## src/rtl/muldiv_seq.sv

```systemverilog
// rtl/muldiv_seq.sv - iterative RV32M multiply/divide sequencer (divider enabled by MULDIV_DIV_EN)
module muldiv_seq #(
    parameter int WIDTH = 32
) (
    input  logic             clk,
    input  logic             reset,
    input  logic             start,
    input  logic [2:0]       funct3,
    input  logic [WIDTH-1:0] a,
    input  logic [WIDTH-1:0] b,
    input  logic             flush,
    output logic             busy,
    output logic             done,
    output logic [WIDTH-1:0] result
);

    localparam int CW = $clog2(WIDTH);
    localparam logic [1:0] S_IDLE = 2'd0;
    localparam logic [1:0] S_RUN  = 2'd1;
    localparam logic [1:0] S_FIX  = 2'd2;
    localparam logic [1:0] S_DONE = 2'd3;

    logic [1:0]         state;
    logic [2:0]         op;
    logic [CW-1:0]      cnt;
    logic [2*WIDTH-1:0] acc;
    logic [WIDTH-1:0]   opd;
    logic               neg_res;
    logic               special;
    logic [WIDTH-1:0]   spec_val;

    logic               is_div, a_signed, b_signed, a_neg, b_neg;
    logic [WIDTH-1:0]   a_abs, b_abs;
    logic               spec_hit;
    logic [WIDTH-1:0]   spec_next;
    logic [WIDTH:0]     mul_sum;
    logic [2*WIDTH-1:0] mul_next, step_next, prod_fix;
    logic [WIDTH-1:0]   mul_val, fix_val;

    assign is_div   = funct3[2];
    assign a_signed = (funct3 == 3'b001) || (funct3 == 3'b010) || (is_div && !funct3[0]);
    assign b_signed = (funct3 == 3'b001) || (is_div && !funct3[0]);
    assign a_neg    = a_signed && a[WIDTH-1];
    assign b_neg    = b_signed && b[WIDTH-1];
    assign a_abs    = a_neg ? (~a + 1'b1) : a;
    assign b_abs    = b_neg ? (~b + 1'b1) : b;

    // Shift-add: multiplier sits in the low half and is consumed LSB first.
    assign mul_sum  = {1'b0, acc[2*WIDTH-1:WIDTH]} + (acc[0] ? {1'b0, opd} : '0);
    assign mul_next = {mul_sum, acc[WIDTH-1:1]};
    assign prod_fix = neg_res ? (~acc + 1'b1) : acc;
    assign mul_val  = (op == 3'b000) ? prod_fix[WIDTH-1:0] : prod_fix[2*WIDTH-1:WIDTH];

`ifdef MULDIV_DIV_EN
    logic               neg_rem;
    logic               div_zero, div_ovf;
    logic [WIDTH:0]     trial;
    logic [2*WIDTH-1:0] div_next;
    logic [WIDTH-1:0]   quot, rem, q_fix, r_fix;

    assign div_zero  = is_div && (b == '0);
    assign div_ovf   = is_div && !funct3[0] && (a == {1'b1, {(WIDTH-1){1'b0}}}) && (b == '1);
    assign spec_hit  = div_zero || div_ovf;
    // Overflow case relies on a being MIN, so passing a through yields MIN.
    assign spec_next = div_zero ? (funct3[1] ? a : '1) : (funct3[1] ? '0 : a);

    // Partial remainder keeps the shifted-out bit so divisors above 2^(W-1) work.
    assign trial     = acc[2*WIDTH-1:WIDTH-1] - {1'b0, opd};
    assign div_next  = trial[WIDTH] ? {acc[2*WIDTH-2:0], 1'b0}
                                    : {trial[WIDTH-1:0], acc[WIDTH-2:0], 1'b1};
    assign step_next = op[2] ? div_next : mul_next;

    assign quot  = acc[WIDTH-1:0];
    assign rem   = acc[2*WIDTH-1:WIDTH];
    assign q_fix = neg_res ? (~quot + 1'b1) : quot;
    assign r_fix = neg_rem ? (~rem + 1'b1) : rem;
    assign fix_val = special ? spec_val : (op[2] ? (op[1] ? r_fix : q_fix) : mul_val);

    always_ff @(posedge clk) begin
        if (reset) begin
            neg_rem <= 1'b0;
        end else if (state == S_IDLE && start) begin
            neg_rem <= a_neg;
        end
    end
`else
    assign spec_hit  = is_div;
    assign spec_next = '0;
    assign step_next = mul_next;
    assign fix_val   = special ? spec_val : mul_val;
`endif

    always_ff @(posedge clk) begin
        if (reset) begin
            state    <= S_IDLE;
            op       <= '0;
            cnt      <= '0;
            acc      <= '0;
            opd      <= '0;
            neg_res  <= 1'b0;
            special  <= 1'b0;
            spec_val <= '0;
            result   <= '0;
        end else begin
            case (state)
                S_IDLE: begin
                    if (start) begin
                        op       <= funct3;
                        cnt      <= CW'(WIDTH - 1);
                        acc      <= {{WIDTH{1'b0}}, (is_div ? a_abs : b_abs)};
                        opd      <= is_div ? b_abs : a_abs;
                        neg_res  <= a_neg ^ b_neg;
                        special  <= spec_hit;
                        spec_val <= spec_next;
                        state    <= spec_hit ? S_FIX : S_RUN;
                    end
                end
                S_RUN: begin
                    if (flush) begin
                        state <= S_IDLE;
                    end else begin
                        acc <= step_next;
                        cnt <= cnt - 1'b1;
                        if (cnt == '0) state <= S_FIX;
                    end
                end
                S_FIX: begin
                    if (flush) begin
                        state <= S_IDLE;
                    end else begin
                        result <= fix_val;
                        state  <= S_DONE;
                    end
                end
                default: state <= S_IDLE;
            endcase
        end
    end

    assign busy = (state == S_RUN) || (state == S_FIX);
    assign done = (state == S_DONE);

endmodule

```

## config.mk

```make
export PLATFORM = sky130hd
export DESIGN_NAME = muldiv_seq
export DESIGN_NICKNAME = d
export VERILOG_FILES = /design/src/rtl/muldiv_seq.sv
export SDC_FILE = /design/constraint.sdc
export NUM_CORES = 1
export LEC_CHECK = 0
export CAP_MARGIN = 15
export CORE_ASPECT_RATIO = 0.6
export CORE_MARGIN = 1
export CORE_UTILIZATION = 60
export CTS_BUF_LIST = sky130_fd_sc_hd__clkbuf_4 sky130_fd_sc_hd__clkbuf_8
export DETAILED_ROUTE_END_ITERATION = 16
export PLACE_DENSITY = 0.89
export RECOVER_POWER = 100
export SLEW_MARGIN = 20
export SYNTH_ARGS = -nofsm -noshare
export SYNTH_HDL_FRONTEND = slang
export SYNTH_SLANG_ARGS = --single-unit
```

## constraint.sdc

```tcl
create_clock -name clk -period 4.8 [get_ports clk]
set_input_delay 0.96 -clock clk [delete_from_list [all_inputs] [get_ports clk]]
set_output_delay 0.96 -clock clk [all_outputs]
set_load 0.1 [all_outputs]
```

=== Word level (Yosys, flattened, before mapping) ===
Index checks and enable logic that the tools add are counted.

* Multiplexer cells: 20
* Equal/unequal tests: 8
* Bitwise gates (word level): 5
* Add/subtract/negate cells: 5
* Reductions and logical operators: 16

{| class="wikitable"
|+ Operators with widths
! operator !! number
|-
| $mux W32 || 7
|-
| $mux W64 || 3
|-
| $pmux W64 S2 || 1
|-
| $add A32 B1 Y32 const B || 2
|-
| $add A64 B1 Y64 const B || 1
|-
| $not A32 Y32 || 2
|-
| $not A64 Y64 || 1
|-
| $add A32 B32 Y33 || 1
|-
| $mux W2 || 5
|-
| $mux W5 || 2
|-
| $pmux W5 S2 || 1
|-
| $pmux W2 S3 || 1
|-
| $reduce_and A2 Y1 || 3
|-
| $logic_not A5 Y1 || 1
|-
| $sub A5 B1 Y5 const B || 1
|-
| $eq A2 B2 Y1 const B || 2
|-
| $logic_or A1 B1 Y1 || 4
|-
| $ne A2 B2 Y1 const B || 2
|-
| $eq A3 B1 Y1 const B || 1
|-
| $eq A3 B2 Y1 const B || 1
|-
| $logic_and A1 B1 Y1 || 3
|-
| $logic_not A3 Y1 || 1
|-
| $ne A3 B3 Y1 const B || 1
|-
| $reduce_and A3 Y1 || 1
|-
| other kinds (6) || 6
|}

* Bits in registers: 140
* Input bits: 71
* Word-level logic and storage cells: 62
* Output and inout bits: 34

=== Logic depth before layout (Yosys ltp) ===
* Depth after elaboration: 8
* Mapped depth: 12
* Gate-level depth less buffers: 11

=== Least setup slack after synthesis ===
Ideal clock, no wire load.

* Kind: input to register
* Start: input b[5]
* End: register acc[22]
* Data required time: 4709 ps
* Buffers on the path: 1
* Stages on the path: 8
* Arrival: 3046 ps
* Path slack: 1663 ps
* Setup time: 91 ps
* Cell sequence: or4_4 -> or4_1 -> clkbuf_1 -> nor3_2 -> a21oi_1 -> xnor2_1 -> o22a_1 -> a311oi_1

* Longest elaborated chain between the ends: 6

{| class="wikitable"
|+ Ends and longest elaborated chain
! element !! line !! RTL
|-
| start, declared || 10 || <nowiki>input logic [WIDTH-1:0] b,</nowiki>
|-
| $not A32 Y32 || 46 || <nowiki>assign b_abs = b_neg ? (~b + 1'b1) : b;</nowiki>
|-
| $add A32 B1 Y32 || 46 ||
|-
| $mux W32 || 46 ||
|-
| $mux W32 || 110 || <nowiki>acc <= {{WIDTH{1'b0}}, (is_div ? a_abs : b_abs)};</nowiki>
|-
| $mux W64 || 107 || <nowiki>if (start) begin</nowiki>
|-
| $pmux W64 S2 || 105 || <nowiki>case (state)</nowiki>
|-
| end signal, assigned || 110 ||
|-
| end signal, assigned || 122 || <nowiki>acc <= step_next;</nowiki>
|-
| end, declared || 26 || <nowiki>logic [2*WIDTH-1:0] acc;</nowiki>
|}

Every way passes these cells. The select of a mux whose other input is x is not followed.
A chain may end at the register's enable or synchronous reset.

=== Final worst setup path ===
* Start: register acc[0]
* End: register acc[56]

* Longest elaborated chain between the ends: 4

{| class="wikitable"
|+ Ends and longest elaborated chain
! element !! line !! RTL
|-
| $mux W32 || 49 || <nowiki>assign mul_sum = {1'b0, acc[2*WIDTH-1:WIDTH]} + (acc[0] ? {1'b0, opd} : '0);</nowiki>
|-
| $add A32 B32 Y33 || 49 ||
|-
| $mux W64 || 119 || <nowiki>if (flush) begin</nowiki>
|-
| $pmux W64 S2 || 105 ||
|}

Every way passes these cells. The select of a mux whose other input is x is not followed.

==> results.rst <==
.. list-table::
   :header-rows: 1

   * - Metric
     - Value
   * - Run status
     - finished, violations left
   * - Violations in the final reports
     - capacitance limit, slew limit
   * - Number of diodes added for antenna fixing
     - 0
   * - Core area
     - 17,500 um2
   * - Sequential area share after synthesis
     - 0.256
   * - Worst Skew
     - 0.0115 ns
   * - Endpoint arrival time on the critical path
     - 4.38 ns
   * - Area Overhead vs Synth
     - 12.9%
   * - Floorplan die height
     - 106 um
   * - List of cells traversed by the critical path
     - clkbuf_1, and2_0, ha_1, o211ai_1, o21bai_1, o211ai_1, o21ai_0, a31o_2, xnor2_1, o21ai_0
   * - Final critical-path required period
     - 4.04 ns
   * - Global Route Usage Sum
     - 0.400
   * - Overall Power
     - 0.00370 W
   * - Most frequent cells in the layout
     - nand2_1, dfxtp_1, nor2_1
   * - Number of instances resized during post-cts repair
     - 0
   * - Finish-stage setup viols
     - 0
   * - Total Routed Length
     - 37,400 um
   * - CP max stage cell
     - clkbuf_1
   * - Pre-antenna DRT Iters
     - 7
   * - Last weighted congestion value of the routability-driven placer
     - 0.989
   * - Vias per cell
     - 6.90
   * - TritonCTS clock tree
     - done
   * - Ports
     - 105
   * - Horizontal die dimension
     - 176 um
   * - Layout cells sized above 1
     - 0.0488
   * - WL per Instance
     - 21.6 um
   * - Kind of end point of the critical path
     - flip-flop
   * - Final Hold Fails
     - 0
   * - Highest net fanout along the worst path
     - 28
   * - Setup TNS Final
     - 0 ns
   * - Top flip-flop cell by instance count after synthesis
     - dfxtp_1
   * - Routed via count
     - 11,900
   * - Final core utilization
     - 0.704
   * - Syn_nets
     - 1,550
   * - Kind of launch point of the worst setup path
     - flip-flop
   * - Starting density of the core
     - 0.623
   * - Commonest non-fill, non-tap cell in the layout
     - nand2_1
   * - Floorplan die area
     - 18,700 um2
   * - Hold Buf Count CTS
     - 0
   * - Number of synthesized flops with an enable pin
     - 0
   * - Count of nets after finishing
     - 1,596
   * - Number of buffers added by the clock tree synthesis step
     - 17
   * - Port bufs
     - 104
   * - Required time of the critical path
     - 5.14 ns
   * - Cell row count
     - 37
   * - Area contributors post-synth
     - dfxtp_1, nand2_1, xor2_1
   * - Count of mapped cells out of synthesis
     - 1,437
   * - Buffers from clock root to sink, at most
     - 2
   * - Number of nets with antenna violations after detailed routing
     - 0
   * - Power density over the cells
     - 301 nW/um2
   * - Proportion of netlist area held by the largest area contributor
     - 0.256
   * - Transition time at the pin with the least slew margin
     - 1.84 ns
   * - Residual DRC count
     - 0
   * - Highest achievable clock rate
     - 247 MHz
   * - Level count of the clock H-tree
     - 4
   * - Classification of the worst setup path
     - flip-flop to flip-flop
   * - Synth Area per Inst
     - 7.57 um2
   * - Clock sink total
     - 139
   * - Source-to-sink clock delay at the later pin of the worst-skew pair
     - 0.48 ns
   * - Peak VDD IR
     - 203 uV
   * - RSZ-0062 raised after global routing
     - false
   * - Maximum number of pins on one net before global-route repair
     - 56
   * - Half-perimeter wire length after detailed placement
     - 28,900 um
   * - Number of different library cells in the post-synthesis netlist
     - 79
   * - Flop and latch count out of synthesis
     - 139
   * - Number of DRC violations after detailed-routing iteration 0
     - 1,721
   * - Postcts setup bufs
     - 0
   * - Grt ovf
     - 0
   * - Worst path top cell family by delay
     - compound AO/OA/AOI/OAI gates
   * - Number of warnings reported in the yosys synthesis log
     - 0
   * - Number of global-route vias before repair
     - 10,400
   * - Non-filler cells in the finished layout
     - 1,730
   * - Synthesized area
     - 10,900 um2
   * - Leading area contributor after synthesis
     - dfxtp_1
   * - Reported max-cap violation count
     - 1
   * - CTS Root Cell
     - clkbuf_8
   * - Relative slew slack
     - -0.225
   * - Leakage power summed over all cells
     - 4.84 nW
   * - Clock transition at path regs
     - 0.09 ns
   * - Number of antenna violations at the first check in global routing
     - 0
   * - Final slew viol count
     - 42
   * - Biggest cell delay along the critical path
     - 0.86 ns
   * - Wire length of the first global-routing pass
     - 58,100 um
   * - Synth async-reset ratio
     - 0
   * - Final Cycle Share
     - 0.842
   * - Total placed cells including tap cells
     - 1,698
   * - Worst hold path type
     - flip-flop to flip-flop
   * - Buffering stage count on the worst path with inverters included
     - 1
-- routing by layer --
layer  part of all wire  vias up  routed length (um)  track usage
met1               0.43     5499               15900        0.591
li1                   -     5434                   -            -
met2               0.38      883               14300        0.519
met4              0.028        0                1060        0.128
met5                  0        -                   0            0
met3               0.16      118                6150        0.147
-- stage by stage --
| stage | cell area, um2 | setup WS, ns | hold slack, ns |
|---|---|---|---|
| after CTS | 12400 | 1.34 | 0.450 |
| final | 12300 | 0.758 | 0.453 |
| after global placement | 12000 | 0.973 | 0.428 |
| after floorplan | 10900 | 1.66 | 0.417 |
| after global routing | 12300 | 0.567 | 0.463 |
| after detailed placement | 12000 | 0.900 | 0.439 |
-- sequential cells by signal (all words and copies together), names as in the netlist --
signal	count
op	3
result	32
opd	32
acc	64
cnt	5
neg_res	1
state	2
-- report_power, final --
group / internal [W] / leakage (nW) / switching (W) / total [W]
combinational: 0.000450 / 3.51 / 0.000842 / 0.00129
sequential: 0.00126 / 1.13 / 0.000174 / 0.00143
clock: 0.000436 / 0.198 / 0.000535 / 0.000971
-- final timing paths --
| path | from | to | slack [ns] | cells past startpoint |
|---|---|---|---|---|
| worst max-delay path | acc[0]$_SDFFE_PP0P_ | acc[56]$_SDFFE_PP0P_ | 0.76 | 10 |
| worst min-delay path | opd[9]$_SDFFE_PP0P_ | opd[9]$_SDFFE_PP0P_ | 0.45 | 2 |
| worst max register to register | acc[0]$_SDFFE_PP0P_ | acc[56]$_SDFFE_PP0P_ | 0.76 | 10 |
| worst min register to register | opd[9]$_SDFFE_PP0P_ | opd[9]$_SDFFE_PP0P_ | 0.45 | 2 |
-- cell type report --
type / count / area, um2
Clock buffer: 18 / 248
Clock inverter: 14 / 136
Fill cell: 1395 / 5170
Inverter: 33 / 124
Multi-Input combinational cell: 1167 / 7530
Sequential cell: 139 / 2780
Tap cell: 234 / 293
Timing Repair Buffer: 125 / 1170
-- tightest hold or removal path: cells and delay by family, from the launching register on --
kind,cells,cell delay (ns)
AO/OA/AOI/OAI,1,0.05
flip-flops,1,0.31
AND/OR/NAND/NOR,1,0.05
-- cells in the mapped netlist (all sizes together), types with 14 or more instances --
cell type and number:
nand3 37, mux2i 24, clkbuf 82, or3 23, a31oi 14, nand2b 19, or4 17, xnor2 57
inv 33, ha 41, nand4 16, buf 16, o41ai 22, and2 39, nor3 34, a21oi 100
o31ai 29, a211oi 15, nor2 128, o211ai 20, a21o 20, dfxtp 139, a22oi 41, a221oi 16
o21ai 92, xor2 61, nand2 144, nor4 19
-- cells by family after synthesis --
| kind of cell | Yosys count | synth area share |
|---|---|---|
| AO/OA/AOI/OAI | 462 | 0.287 |
| buffers and inverters | 131 | 0.0474 |
| XOR/XNOR | 118 | 0.0950 |
| flip-flops | 139 | 0.256 |
| AND/OR/NAND/NOR | 519 | 0.241 |
| adder cells (fa/ha/maj) | 42 | 0.0490 |
| multiplexers | 26 | 0.0252 |
Power figures use the tool's default switching activity.
